==> src/rtl/game_flow_ctrl_n_if.sv <==
// Game-flow handshake bundle between the flow controller and the game datapath.
// The datapath/VGA side (master) drives the done/event strobes and consumes the
// phase enables; the controller (slave) does the reverse.
// pause_req/paused are only meaningful when PAUSE_FLOW_EN is defined.
interface game_flow_ctrl_n_if #(
   parameter int STAGE_W = 4,
   parameter int LIFE_W  = 4
);
   logic               start_display_done;
   logic               begin_done;
   logic               tower_done;
   logic               stage_clear;
   logic               player_dead;
   logic               end_display_done;
   logic               fail_display_done;
   logic               pause_req;

   logic               wait_start;
   logic               phase_begin;
   logic               phase_draw_tower;
   logic               phase_in_progress;
   logic               phase_stage_done;
   logic               phase_fail;
   logic               paused;
   logic               stage_start;
   logic [STAGE_W-1:0] stage_idx;
   logic [LIFE_W-1:0]  lives_left;
   logic               win;
   logic               game_over;

   modport master (
      output start_display_done, begin_done, tower_done, stage_clear,
             player_dead, end_display_done, fail_display_done, pause_req,
      input  wait_start, phase_begin, phase_draw_tower, phase_in_progress,
             phase_stage_done, phase_fail, paused, stage_start, stage_idx,
             lives_left, win, game_over
   );

   modport slave (
      input  start_display_done, begin_done, tower_done, stage_clear,
             player_dead, end_display_done, fail_display_done, pause_req,
      output wait_start, phase_begin, phase_draw_tower, phase_in_progress,
             phase_stage_done, phase_fail, paused, stage_start, stage_idx,
             lives_left, win, game_over
   );
endinterface

==> src/rtl/game_flow_ctrl_n.sv <==
// Top-level game-flow controller: start screen, then NUM_STAGES stages of
// begin / draw tower / in progress / clear display, with NUM_LIVES attempts.
// A failed stage shows the fail screen and replays the same stage.
// All outputs are registered and decoded from the next state.
// Optional macro PAUSE_FLOW_EN: pause_req rising edges toggle a freeze of the
// in-progress phase; without it pause_req is unused and paused is 0.
module game_flow_ctrl_n #(
   parameter int NUM_STAGES = 3,
   parameter int NUM_LIVES  = 1,
   parameter int STAGE_W    = 4,
   parameter int LIFE_W     = 4
) (
   input logic                clk,
   input logic                reset,
   game_flow_ctrl_n_if.slave  flow
);

   typedef enum logic [3:0] {
      S_RESET       = 4'd0,
      S_WAIT_START  = 4'd1,
      S_BEGIN       = 4'd2,
      S_DRAW_TOWER  = 4'd3,
      S_IN_PROGRESS = 4'd4,
      S_STAGE_DONE  = 4'd5,
      S_FAIL        = 4'd6,
      S_WIN         = 4'd7,
      S_GAME_OVER   = 4'd8
   } state_t;

   localparam logic [STAGE_W-1:0] LAST_STAGE = STAGE_W'(NUM_STAGES - 1);
   localparam logic [LIFE_W-1:0]  INIT_LIVES = LIFE_W'(NUM_LIVES);

   state_t             state_q, state_d;
   logic [STAGE_W-1:0] stage_q, stage_d;
   logic [LIFE_W-1:0]  lives_q, lives_d;

   logic wait_start_q, begin_q, draw_tower_q, in_progress_q;
   logic stage_done_q, fail_q, win_q, game_over_q, stage_start_q;
   logic paused_q;

`ifdef PAUSE_FLOW_EN
   logic pause_req_q;
   logic pause_rise;
   logic paused_d;

   assign pause_rise = flow.pause_req & ~pause_req_q;

   // Pause toggles only while staying in IN_PROGRESS; any exit clears it.
   always_comb begin
      paused_d = 1'b0;
      if (state_q == S_IN_PROGRESS && state_d == S_IN_PROGRESS)
         paused_d = paused_q ^ pause_rise;
   end

   // Edge-detect history for pause_req plus the pause flag itself.
   always_ff @(posedge clk) begin
      pause_req_q <= flow.pause_req;
      if (reset) paused_q <= 1'b0;
      else       paused_q <= paused_d;
   end
`else
   assign paused_q = 1'b0;
`endif

   // Next-state, stage and lives update; each state looks only at its own done input.
   always_comb begin
      state_d = state_q;
      stage_d = stage_q;
      lives_d = lives_q;
      case (state_q)
         S_RESET:       state_d = S_WAIT_START;
         S_WAIT_START:  if (flow.start_display_done) state_d = S_BEGIN;
         S_BEGIN:       if (flow.begin_done)         state_d = S_DRAW_TOWER;
         S_DRAW_TOWER:  if (flow.tower_done)         state_d = S_IN_PROGRESS;
         S_IN_PROGRESS: begin
            if (!paused_q) begin
               if (flow.stage_clear) begin
                  state_d = S_STAGE_DONE;
               end else if (flow.player_dead) begin
                  state_d = S_FAIL;
                  lives_d = (lives_q != '0) ? lives_q - LIFE_W'(1) : '0;
               end
            end
         end
         S_STAGE_DONE: begin
            if (flow.end_display_done) begin
               if (stage_q >= LAST_STAGE) begin
                  state_d = S_WIN;
               end else begin
                  stage_d = stage_q + STAGE_W'(1);
                  state_d = S_BEGIN;
               end
            end
         end
         S_FAIL: begin
            // Lives were already decremented on entry; zero means no retry left.
            if (lives_q == '0)               state_d = S_GAME_OVER;
            else if (flow.fail_display_done) state_d = S_BEGIN;
         end
         S_WIN:       state_d = S_WIN;
         S_GAME_OVER: state_d = S_GAME_OVER;
         default:     state_d = S_RESET;
      endcase
   end

   // State, counters and registered one-hot phase outputs.
   always_ff @(posedge clk) begin
      if (reset) begin
         state_q       <= S_RESET;
         stage_q       <= '0;
         lives_q       <= INIT_LIVES;
         wait_start_q  <= 1'b0;
         begin_q       <= 1'b0;
         draw_tower_q  <= 1'b0;
         in_progress_q <= 1'b0;
         stage_done_q  <= 1'b0;
         fail_q        <= 1'b0;
         win_q         <= 1'b0;
         game_over_q   <= 1'b0;
         stage_start_q <= 1'b0;
      end else begin
         state_q       <= state_d;
         stage_q       <= stage_d;
         lives_q       <= lives_d;
         wait_start_q  <= (state_d == S_WAIT_START);
         begin_q       <= (state_d == S_BEGIN);
         draw_tower_q  <= (state_d == S_DRAW_TOWER);
         in_progress_q <= (state_d == S_IN_PROGRESS);
         stage_done_q  <= (state_d == S_STAGE_DONE);
         fail_q        <= (state_d == S_FAIL);
         win_q         <= (state_d == S_WIN);
         game_over_q   <= (state_d == S_GAME_OVER);
         stage_start_q <= (state_d == S_BEGIN) && (state_q != S_BEGIN);
      end
   end

   assign flow.wait_start        = wait_start_q;
   assign flow.phase_begin       = begin_q;
   assign flow.phase_draw_tower  = draw_tower_q;
   assign flow.phase_in_progress = in_progress_q;
   assign flow.phase_stage_done  = stage_done_q;
   assign flow.phase_fail        = fail_q;
   assign flow.paused            = paused_q;
   assign flow.stage_start       = stage_start_q;
   assign flow.stage_idx         = stage_q;
   assign flow.lives_left        = lives_q;
   assign flow.win               = win_q;
   assign flow.game_over         = game_over_q;

endmodule

==> src/flat_wrapper.sv <==
// flat-port wrapper written by rule: the top's interface ports become plain ports
module game_flow_ctrl_n_flat 
#(
   parameter int NUM_STAGES = 3,
   parameter int NUM_LIVES  = 1,
   parameter int STAGE_W    = 4,
   parameter int LIFE_W     = 4
)
  (clk, reset, flow_start_display_done, flow_begin_done, flow_tower_done, flow_stage_clear, flow_player_dead, flow_end_display_done, flow_fail_display_done, flow_pause_req, flow_wait_start, flow_phase_begin, flow_phase_draw_tower, flow_phase_in_progress, flow_phase_stage_done, flow_phase_fail, flow_paused, flow_stage_start, flow_stage_idx, flow_lives_left, flow_win, flow_game_over);
  game_flow_ctrl_n_if #(.STAGE_W(STAGE_W), .LIFE_W(LIFE_W)) flow_i ();
  input logic clk;
  input logic reset;
  input wire logic [$bits(flow_i.start_display_done)-1:0] flow_start_display_done;
  input wire logic [$bits(flow_i.begin_done)-1:0] flow_begin_done;
  input wire logic [$bits(flow_i.tower_done)-1:0] flow_tower_done;
  input wire logic [$bits(flow_i.stage_clear)-1:0] flow_stage_clear;
  input wire logic [$bits(flow_i.player_dead)-1:0] flow_player_dead;
  input wire logic [$bits(flow_i.end_display_done)-1:0] flow_end_display_done;
  input wire logic [$bits(flow_i.fail_display_done)-1:0] flow_fail_display_done;
  input wire logic [$bits(flow_i.pause_req)-1:0] flow_pause_req;
  output wire logic [$bits(flow_i.wait_start)-1:0] flow_wait_start;
  output wire logic [$bits(flow_i.phase_begin)-1:0] flow_phase_begin;
  output wire logic [$bits(flow_i.phase_draw_tower)-1:0] flow_phase_draw_tower;
  output wire logic [$bits(flow_i.phase_in_progress)-1:0] flow_phase_in_progress;
  output wire logic [$bits(flow_i.phase_stage_done)-1:0] flow_phase_stage_done;
  output wire logic [$bits(flow_i.phase_fail)-1:0] flow_phase_fail;
  output wire logic [$bits(flow_i.paused)-1:0] flow_paused;
  output wire logic [$bits(flow_i.stage_start)-1:0] flow_stage_start;
  output wire logic [$bits(flow_i.stage_idx)-1:0] flow_stage_idx;
  output wire logic [$bits(flow_i.lives_left)-1:0] flow_lives_left;
  output wire logic [$bits(flow_i.win)-1:0] flow_win;
  output wire logic [$bits(flow_i.game_over)-1:0] flow_game_over;
  assign flow_i.start_display_done = flow_start_display_done;
  assign flow_i.begin_done = flow_begin_done;
  assign flow_i.tower_done = flow_tower_done;
  assign flow_i.stage_clear = flow_stage_clear;
  assign flow_i.player_dead = flow_player_dead;
  assign flow_i.end_display_done = flow_end_display_done;
  assign flow_i.fail_display_done = flow_fail_display_done;
  assign flow_i.pause_req = flow_pause_req;
  assign flow_wait_start = flow_i.wait_start;
  assign flow_phase_begin = flow_i.phase_begin;
  assign flow_phase_draw_tower = flow_i.phase_draw_tower;
  assign flow_phase_in_progress = flow_i.phase_in_progress;
  assign flow_phase_stage_done = flow_i.phase_stage_done;
  assign flow_phase_fail = flow_i.phase_fail;
  assign flow_paused = flow_i.paused;
  assign flow_stage_start = flow_i.stage_start;
  assign flow_stage_idx = flow_i.stage_idx;
  assign flow_lives_left = flow_i.lives_left;
  assign flow_win = flow_i.win;
  assign flow_game_over = flow_i.game_over;
  game_flow_ctrl_n #(.NUM_STAGES(NUM_STAGES), .NUM_LIVES(NUM_LIVES), .STAGE_W(STAGE_W), .LIFE_W(LIFE_W)) u_core (.clk(clk), .reset(reset), .flow(flow_i));
endmodule
==> config.mk <==
export PLATFORM = sky130hd
export DESIGN_NAME = game_flow_ctrl_n_flat
export DESIGN_NICKNAME = d
export VERILOG_FILES = /design/src/rtl/game_flow_ctrl_n_if.sv /design/src/rtl/game_flow_ctrl_n.sv /design/src/flat_wrapper.sv
export SDC_FILE = /design/constraint.sdc
export NUM_CORES = 1
export LEC_CHECK = 0
export ABC_CLOCK_PERIOD_IN_PS = 1500
export BUFFER_PORTS_ARGS = -buffer_cell sky130_fd_sc_hd__buf_2
export CORE_MARGIN = 2
export CORE_UTILIZATION = 35
export CTS_BUF_LIST = sky130_fd_sc_hd__clkbuf_4 sky130_fd_sc_hd__clkbuf_8 sky130_fd_sc_hd__clkbuf_16
export DETAILED_ROUTE_END_ITERATION = 12
export MAX_ROUTING_LAYER = met4
export PLACE_DENSITY = 0.7
export SKIP_CTS_REPAIR_TIMING = 1
export SLEW_MARGIN = 15
export SYNTH_ARGS = -nofsm -noshare
export SYNTH_HDL_FRONTEND = slang
export SYNTH_SLANG_ARGS = --single-unit
export TNS_END_PERCENT = 5
==> constraint.sdc <==
create_clock -name clk -period 1.5 [get_ports clk]
set_input_delay 0 -clock clk [delete_from_list [all_inputs] [get_ports clk]]
set_output_delay 0 -clock clk [all_outputs]
set_load 0.01 [all_outputs]
# --- After elaboration in Yosys (flattened, before gate mapping) ---
# Index checks and enable logic that the tools add are counted.
word_totals:
  reg_bits: 21
  input_bits: 10
  out_inout_bits: 18
  word_cells: 51
classes:
  addsub: 2
  order_cmp: 1
  n_eq_ne: 17
  n_mux: 11
  bitwise: 2
  reduce_logical: 6
op_table:
  columns: ["cell", "n"]
  rows:
  - ["$mux W4", 9]
  - ["$pmux W4 S9", 1]
  - ["$eq A4 B3 Y1 const B", 8]
  - ["$eq A4 B2 Y1 const B", 4]
  - ["$eq A4 B1 Y1 const B", 2]
  - ["$eq A4 B4 Y1 const B", 2]
  - ["$logic_not A4 Y1", 2]
  - ["$reduce_and A3 Y1", 2]
  - ["$add A4 B1 Y4 const B", 1]
  - ["$ge A4 B2 Y1 const B", 1]
  - ["$ne A4 B2 Y1 const B", 1]
  - ["$reduce_bool A4 Y1", 1]
  - ["$sub A4 B1 Y4 const B", 1]
  - ["$mux W3", 1]
  - ["$not A1 Y1", 2]
  - ["$logic_and A1 B1 Y1", 1]

# --- Logic depth before layout (Yosys ltp) ---
# Gate-level depths: netlist (run 1).
depth:
  ltp_word: 6
  ltp_mapped: 8
  mapped_depth_nobuf: 8

# --- Worst setup path before layout (run 1) ---
# OpenSTA, ideal clock, no wires.
synth_timing:
  kind: "reg-to-reg"
  from: "register u_core.stage_q[0], in the netlist u_core.flow.stage_idx[0]"
  to: "register u_core.stage_start_q, in the netlist u_core.flow.stage_start"
  setup_time_ns: 0.092
  arrival_ns: 1.588
  required_time_ns: 1.408
  path_slack_ns: -0.180
  path_stages_with_launch: 7
  n_path_buf: 0
  synth_period_minus_slack_ns: 1.680
  path_cell_list: "dfxtp_1 > inv_1 > ha_1 > nand2b_1 > o41ai_2 > o2111ai_1 > nor4_1"
synth_via:
  elab_chain_len: 6
synth_rtl:
  columns: ["item", "line", "rtl"]
  rows:
  - ["start, declared", "game_flow_ctrl_n.sv:34", "logic [STAGE_W-1:0] stage_q, stage_d;"]
  - ["start signal, assigned", "game_flow_ctrl_n.sv:123", "stage_q <= stage_d;"]
  - ["$ge A4 B2 Y1", "game_flow_ctrl_n.sv:87", "if (stage_q >= LAST_STAGE) begin"]
  - ["$mux W3", "game_flow_ctrl_n.sv:87", null]
  - ["$mux W4", "game_flow_ctrl_n.sv:86", "if (flow.end_display_done) begin"]
  - ["$pmux W4 S9", "game_flow_ctrl_n.sv:70", "case (state_q)"]
  - ["$eq A4 B2 Y1", "game_flow_ctrl_n.sv:133", "stage_start_q <= (state_d == S_BEGIN) && (state_q != S_BEGIN);"]
  - ["$logic_and A1 B1 Y1", "game_flow_ctrl_n.sv:133", null]
  - ["end signal, assigned", "game_flow_ctrl_n.sv:133", null]
  - ["end, declared", "game_flow_ctrl_n.sv:38", "logic stage_done_q, fail_q, win_q, game_over_q, stage_start_q;"]
# Every way passes these cells.
# A chain may end at the register's enable or synchronous reset.

# --- Worst setup path in the final report (run 1) ---
# Same ends and word-level chain as after synthesis.

==> results of run 1 <==
[cell type report]
class,instances,area [um2]
repair buffers,39,243
multi-input cells,72,546
fillers,273,1410
well taps,31,38.8
inverters,4,15.0
clock buffers,4,30.0
flip-flops and latches,21,428
[cell usage in the layout (no fill, tap or decap), types with 2 or more instances in the layout]
cell	count
buf_2	25
inv_2	2
a31oi_1	4
nor2_1	10
xnor2_1	2
clkbuf_4	4
dfxtp_1	17
and2_1	2
buf_4	13
nor3_1	9
nor4_1	3
inv_1	2
nor2b_1	4
o21ai_0	2
a21oi_1	4
dfxtp_2	3
nor3b_1	3
[cells by family (layout without fill, tap and decap cells)]
kind of cell,Yosys count,in the layout,synth area share
simple gates,47,47,0.302
flops,21,21,0.427
compound gates,19,19,0.152
buf+inv,10,47,0.0610
fa+ha+maj,2,2,0.0254
xor+xnor,2,2,0.0178
other cells,1,1,0.00381
mux,1,1,0.0102
[where the power goes]
| part | internal (mW) | total, mW | switching [mW] |
|---|---|---|---|
| Combinational | 0.0903 | 0.193 | 0.103 |
| Sequential | 0.575 | 0.588 | 0.0135 |
| Clock | 0.121 | 0.281 | 0.159 |
| Total | 0.786 | 1.06 | 0.276 |
[worst paths after layout]
kind,to,slack [ps],depth (start not counted)
hold reg to reg,u_core.flow.lives_left[3],540,1
hold / removal,u_core.state_q[0],50,2
setup / recovery,u_core.flow.stage_start,-190,6
setup reg to reg,u_core.flow.stage_start,-190,6
[metal layers]
layer | wire (um) | global-route usage
met1 | 1010 | 0.176
met2 | 1070 | 0.245
met3 | 109 | 0.0295
met4 | 39 | 0.0565
met5 | 0 | -
==> results.md, run 1 <==
* Design area at around 1300 um2
* Die Wd at around 57 um
* Dpl ws at -157 ps
* Seq cells post-synth at 21
* Core area at around 2700 um2
* Fin crit period at approximately 1700 ps
* Max cap viols at 0
* P_leak at between 0.5 and 0.6 nW
* I/O pin count at 28
* Final hold vios at 0
* CP Cell Sequence: inv_2, ha_2, nand2b_4, o41ai_4, o21ai_1, nor4_1
* DRC viols at 0
* CTS H-tree depth at 1
* Worst-skew pair later-pin latency at 290 ps
* Syn Inst Count at between 100 and 150
* CP Data Arrival Time at 1900 ps
* Netlist Area Pre-Place at 985 um2
* Die height at about 57 um
* IO buf count at 25
* Syn_nets at about 120
* CTS Buf Count at 3
* Post-synth EDFFs at 0
* Root Driver: clkbuf_4
* Crit start category: flop
* Fin crit share at 1.12
* Crit end category: flop
* Layout cells sized above 1 at 0.421
* F_max at slightly below 600 MHz
* Worst setup path start: u_core.flow.stage_idx[0]
* Ant diodes at 0
* Yosys top cell by area: dfxtp_1
* Crit-path max cell delay at just over 400 ps
* Post-layout nets at roughly 150
* RSZ-0062 raised after global routing: yes
* Share of flip-flops with an asynchronous set or reset at 0
* Post-synth top cells: dfxtp_1 (21), nor2_1 (10), nor3_1 (9)
* Count of different cell masters after synthesis at 43
* Initial antenna violation count at 0
* Largest net degree at the start of global routing at 15
* Area after DPL at ~1300 um2
* Post-synth top flop: dfxtp_1
* Type of the worst min-delay path: primary input to flop
* Synth-to-Final Area Change at 32.0%
* VDD IR max at approximately 0.53 mV
* Pwr Total at roughly 1.1 mW
* Setup-failing EPs final at 10
* 1st-iter DRT viols at 22
* Post-DP HPWL at about 1800 um
* Hold_sp: reset
* CP Class: flop to flop
* Crit-path leading delay family: compound AO/OA/AOI/OAI gates
* Critical Path RT at around 1700 ps
* Register area share after synthesis at 0.427
* Vias in the first global route at between 800 and 900
* Grt total ovfl at 0
* Vias at about 900
* Share of the synthesized area in the top cell type at 0.427
* Syn_area_per_cell at ~9.6 um2
* Vias per cell at ~5.3
* CP max stage cell: o41ai_4
* Crit Path Max Fanout at 4
* Clock sinks at 21
* Power density over the cells at roughly 800 nW/um2
* Final setup margin at -186 ps
* First-pass GRT wire length at 3710 um
* CTS max path bufs at 2
* Placed Instances at between 150 and 200
* Wirelength, routed at between 2000 and 2500 um
* 1st-pass router iterations at 4
* Failing checks: setup timing
* Effective utilization at floorplan at 0.363
* Die area at ~3300 um2
* Fin Clk Skew at approximately 3.1 ps
* Buf/Inv on CP at 1
* Synth area leaders: dfxtp_1 (43%), nor3_1 (4.6%), nor2_1 (3.8%), buf_4 (3.0%), a31oi_1 (2.5%)
* Placer Congestion at between 0.8 and 0.9
* Post-route antenna net violation count at 0
* Most instantiated library cell after synthesis: dfxtp_1
* Routed len/inst at 13.0 um
* Status: finished, violations left
* Row count at 19
* Total Routing Usage GR at 0.147
* Clk slew on worst S/H paths at around 110 ps
* Pins Over Slew Limit at 0
* Post-layout util at 0.480
* Reg2reg start: u_core.flow.stage_idx[0]
* Hold WS at roughly 46 ps
* Yosys warns at 0
* Non-Filler Instances at between 150 and 200
* Sum Neg Setup Slack at -1060 ps
* CTS tree: done
Power figures use the tool's default switching activity.
==> run 2: changes to the inputs <==
- CORE_UTILIZATION: 35 -> 30
- PLACE_DENSITY: 0.7 -> 0.63
- TNS_END_PERCENT: 5 -> 20
==> results.md, run 2 (synthesis results as in run 1) <==
* Core area at a little over 3000 um2
* IO buf count at 25
* Non-Filler Instances at between 150 and 200
* Post-layout util at 0.425
* Vias per cell at approximately 4.8
* Post-route antenna net violation count at 0
* CTS Buf Count at 3
* Fin Clk Skew at ~1.6 ps
* Clock power share at 0.278
* Row count at 20
* Fin crit share at 1.11
* P_leak at slightly below 0.6 nW
* First-pass GRT wire length at about 3500 um
* Power density over the cells at 807 nW/um2
* CP max stage cell: o41ai_4
* Wirelength, routed at 2240 um
* Clk slew on worst S/H paths at around 130 ps
* R2R cell count at 6
* Vias in the first global route at approximately 780
* Crit end category: flop
* Busiest layer in global routing: met2
* Layout cells sized above 1 at 0.442
* I/O pin count at 28
* Comb pwr share at 0.162
* Reg-to-reg endpoint: u_core.flow.phase_draw_tower
* Status: finished, violations left
* Critical path capture point: u_core.flow.phase_draw_tower
* Root Driver: clkbuf_4
* Met1 Resource Use GR at 0.167
* Final hold vios at 0
* Fillers at 318
* Ant diodes at 0
* Clock sinks at 21
* Sequential share of power at 0.561
* VDD IR max at 0.402 mV
* Power Internal at 0.754 mW
* Effective utilization at floorplan at 0.320
* Die height at approximately 61 um
* Most common cell after layout, fill and taps aside: buf_2
* Reg2reg start: u_core.flow.stage_idx[0]
* Type of the worst min-delay path: primary input to flop
* Worst-skew pair later-pin latency at approximately 310 ps
* Post-DP HPWL at roughly 1700 um
* Largest net degree at the start of global routing at 15
* Die area at between 3000 and 4000 um2
* Commonest non-fill, non-tap cells in the layout: buf_2 (25), dfxtp_1 (16), buf_4 (12), nor2_1 (10), nor3_1 (7)
* Failing checks: setup timing
* RSZ-0062 raised after global routing: yes
* Critical Path RT at between 1500 and 2000 ps
* Flop2flop setup slack at -160 ps
* Max cap viols at 0
* 1st-iter DRT viols at 25
* Worst setup path start: u_core.flow.stage_idx[0]
* Register Area at about 430 um2
* Switching part of the total power at 0.285
* Fin crit period at around 1700 ps
* Crit Path Max Fanout at 4
* CTS tree: done
* Synth-to-Final Area Change at 32.8%
* CP Class: flop to flop
* Pins Over Slew Limit at 0
* Met2 Track Usage GR at 0.198
* 1st-pass router iterations at 6
* Final setup margin at -160 ps
* DRC viols at 0
* Die Wd at approximately 61 um
* Grt met3 use at 0.0378
* Post-layout nets at around 150
* CP Cell Sequence: inv_2, ha_4, nand2b_4, o41ai_4, o2111ai_2, nor3_1
* CTS max path bufs at 2
* Net Switching at roughly 0.3 mW
* Crit-path max cell delay at 420 ps
* CP Data Arrival Time at 1900 ps
* Total Routing Usage GR at 0.134
* Placed Instances at 178
* Initial antenna violation count at 0
* Setup-failing EPs final at 10
* Pwr Total at 1.05 mW
* Grt total ovfl at 0
* Routed len/inst at 12.3 um
* Vias at between 800 and 900
* Area of the multi-input gates at between 500 and 600 um2
* Crit start category: flop
* Placer Congestion at ~0.86
* CTS H-tree depth at 1
* F_max at 602 MHz
-- run 2: changes by cell type in the layout (fill, tap and decap cells not counted), sizes merged --
cell | previous run | this run
inv | 4 | 5
clkbuf | 4 | 3
buf | 39 | 37
-- run 2: final cells by class --
type,count,area share
inverter,4,0.0115
tap,44,0.0421
timing repair buffer,37,0.165
clock buffer,3,0.0172
sequential,21,0.328
clock inverter,1,0.00478
multi-input combinational,72,0.432
-- run 2: how the worst min path moves through the flow --
stage	slack, ps	end	cells past startpoint	from
after floorplan	70	u_core.flow.stage_idx[3]	1	reset
after global placement	340	u_core.flow.stage_idx[2]	2	reset
after detailed placement	350	u_core.state_q[0]	2	reset
after CTS	9	u_core.flow.stage_idx[1]	2	reset
after global routing	20	u_core.flow.stage_idx[3]	2	reset
final	20	u_core.flow.stage_idx[0]	2	reset
-- run 2: stage by stage --
step	cell area, um2	hold WS, ps	worst slack, ps	TNS [ps]
2_1_floorplan	1020	71.6	-12.6	-19.0
3_3_place_gp	1240	342	-75.2	-355
3_5_place_dp	1240	351	-109	-763
4_1_cts	1270	9.45	-147	-1120
5_1_grt	1310	19.6	-255	-2060
6_report	1310	20.3	-160	-1040
-- run 2: per-layer routing --
| metal | share of wire | routed length (um) | vias up |
|---|---|---|---|
| met3 | 0.037 | 84 | 2 |
| met4 | 0.012 | 27 | 0 |
| met5 | 0 | 0 | - |
| met2 | 0.48 | 1070 | 19 |
| met1 | 0.47 | 1060 | 405 |
| li1 | - | - | 442 |
-- run 2: power groups by stage --
stage                     Sequential, mW  Combinational [mW]  Clock, mW
after CTS                          0.590               0.163      0.305
final                              0.591               0.171      0.293
after global placement             0.603               0.160          0
after detailed placement           0.602               0.162          0
after floorplan                    0.598               0.121          0
after global routing               0.593               0.191      0.329
-- run 2: critical path, delay by kind of cell (launching register included) --
| family | cells | cell delay [ps] |
|---|---|---|
| AO/OA/AOI/OAI | 2 | 650 |
| adder cells (fa/ha/maj) | 1 | 150 |
| buffers and inverters | 1 | 40 |
| flip-flops | 1 | 370 |
| AND/OR/NAND/NOR | 2 | 380 |
==> run 3: changes to the inputs <==
- CORE_ASPECT_RATIO: not set -> 1.1
==> results.md, run 3 (synthesis results as in run 1) <==
* Setup-failing EPs final at 7
* CP Data Arrival Time at between 1500 and 2000 ps
* Die area at around 3800 um2
* Post-layout nets at 155
* Post-layout util at 0.437
* Placed Instances at roughly 170
* P_leak at 0.602 nW
* Die height at 64.1 um
* Sequential share of power at 0.547
* Net Switching at about 0.29 mW
* F_max at 632 MHz
* 1st-pass router iterations at 7
* IO buf count at 25
* CP Class: flop to flop
* Most common cell after layout, fill and taps aside: buf_2
* Commonest non-fill, non-tap cells in the layout: buf_2 (25), buf_4 (16), dfxtp_1 (16), nor2_1 (9), nor3_1 (8)
* CTS tree: done
* Die Wd at ~59 um
* Placer Congestion at between 0.7 and 0.8
* Critical Path RT at around 1700 ps
* Crit Path Max Fanout at 6
* Grt total ovfl at 0
* Layout cells sized above 1 at 0.486
* Fin crit share at 1.05
* Fin crit period at roughly 1600 ps
* Final setup margin at -82.0 ps
* Comb pwr share at 0.186
* Core area at between 3000 and 4000 um2
* VDD IR max at between 0.4 and 0.5 mV
* First-pass GRT wire length at ~3800 um
* Power Internal at 0.794 mW
* Largest net degree at the start of global routing at 15
* Routed len/inst at approximately 13 um
* DRC viols at 2
* Non-Filler Instances at between 150 and 200
* Type of the worst min-delay path: primary input to flop
* I/O pin count at 28
* Ant diodes at 0
* Clock power share at 0.267
* Vias in the first global route at about 870
* Crit start category: flop
* Fin Clk Skew at 4.31 ps
* Clk slew on worst S/H paths at 120 ps
* Wirelength, routed at approximately 2300 um
* Worst-skew pair later-pin latency at ~290 ps
* Synth-to-Final Area Change at 37.7%
* Power density over the cells at roughly 800 nW/um2
* CTS max path bufs at 2
* Design area at between 1000 and 1500 um2
* Initial antenna violation count at 0
* Crit end category: flop
* Pins Over Slew Limit at 0
* Area after DPL at 1250 um2
* Failing checks: DRC, setup timing
* 1st-iter DRT viols at 28
* RSZ-0062 raised after global routing: yes
* Row count at 21
* Status: finished, violations left
* Hold WS at a little under 50 ps
* Switching part of the total power at 0.266
* Vias at 886
* CTS Buf Count at 3
* Final hold vios at 0
* Post-DP HPWL at ~1800 um
* Max cap viols at 0
* Pwr Total at around 1.1 mW
* Total Routing Usage GR at 0.132
* CTS H-tree depth at 1
* Root Driver: clkbuf_4
* Post-route antenna net violation count at 0
* Clock sinks at 21
* Vias per cell at approximately 5.0
* Effective utilization at floorplan at 0.318
-- run 3: cell count changes in the layout (fill, tap and decap cells not counted), sizes merged --
cell / delta
buf: +4
clkbuf: +1
inv: -1
-- run 3: critical path: stages, from the launching register on --
cell and delay [ps]:
dfxtp_2 390, ha_4 170, nand2b_4 140, o41ai_4 310, buf_4 200, o21ai_2 80, nor4_1 220
-- run 3: area by class of cell --
cell class	count	area, um2
fill	322	1740
clock buffer	4	30.0
multi-input combinational	72	592
timing repair buffer	41	245
tap	34	42.5
sequential	21	432
inverter	4	15.0
-- run 3: routing by layer --
layer	track usage	vias up	part of all wire
li1	-	446	-
met1	0.164	417	0.47
met2	0.218	19	0.47
met3	0.0182	4	0.038
met4	0.0426	0	0.017
met5	-	-	0
-- run 3: path summary, 6_finish.rpt --
path	from	cells after the start	slack (ps)	end
setup / recovery	u_core.flow.stage_idx[1]	6	-80	u_core.flow.stage_start
setup reg to reg	u_core.flow.stage_idx[1]	6	-80	u_core.flow.stage_start
hold reg to reg	u_core.flow.stage_idx[3]	1	540	u_core.flow.stage_idx[3]
hold / removal	reset	2	50	u_core.state_q[0]
-- run 3: through the flow --
| stage | worst slack [ps] | TNS [ps] |
|---|---|---|
| final | -82.0 | -252 |
| after global routing | -143 | -994 |
| after CTS | -188 | -1380 |
| after detailed placement | -156 | -1120 |
| after global placement | -82.0 | -452 |
| after floorplan | -12.6 | -19.0 |
-- run 3: power groups by stage --
| stage | clock network [mW] | registers (mW) | logic, mW |
|---|---|---|---|
| 4_1_cts | 0.298 | 0.589 | 0.184 |
| 3_5_place_dp | 0 | 0.601 | 0.183 |
| 5_1_grt | 0.319 | 0.594 | 0.216 |
| 3_3_place_gp | 0 | 0.600 | 0.181 |
| 2_1_floorplan | 0 | 0.598 | 0.121 |
| 6_report | 0.288 | 0.591 | 0.201 |
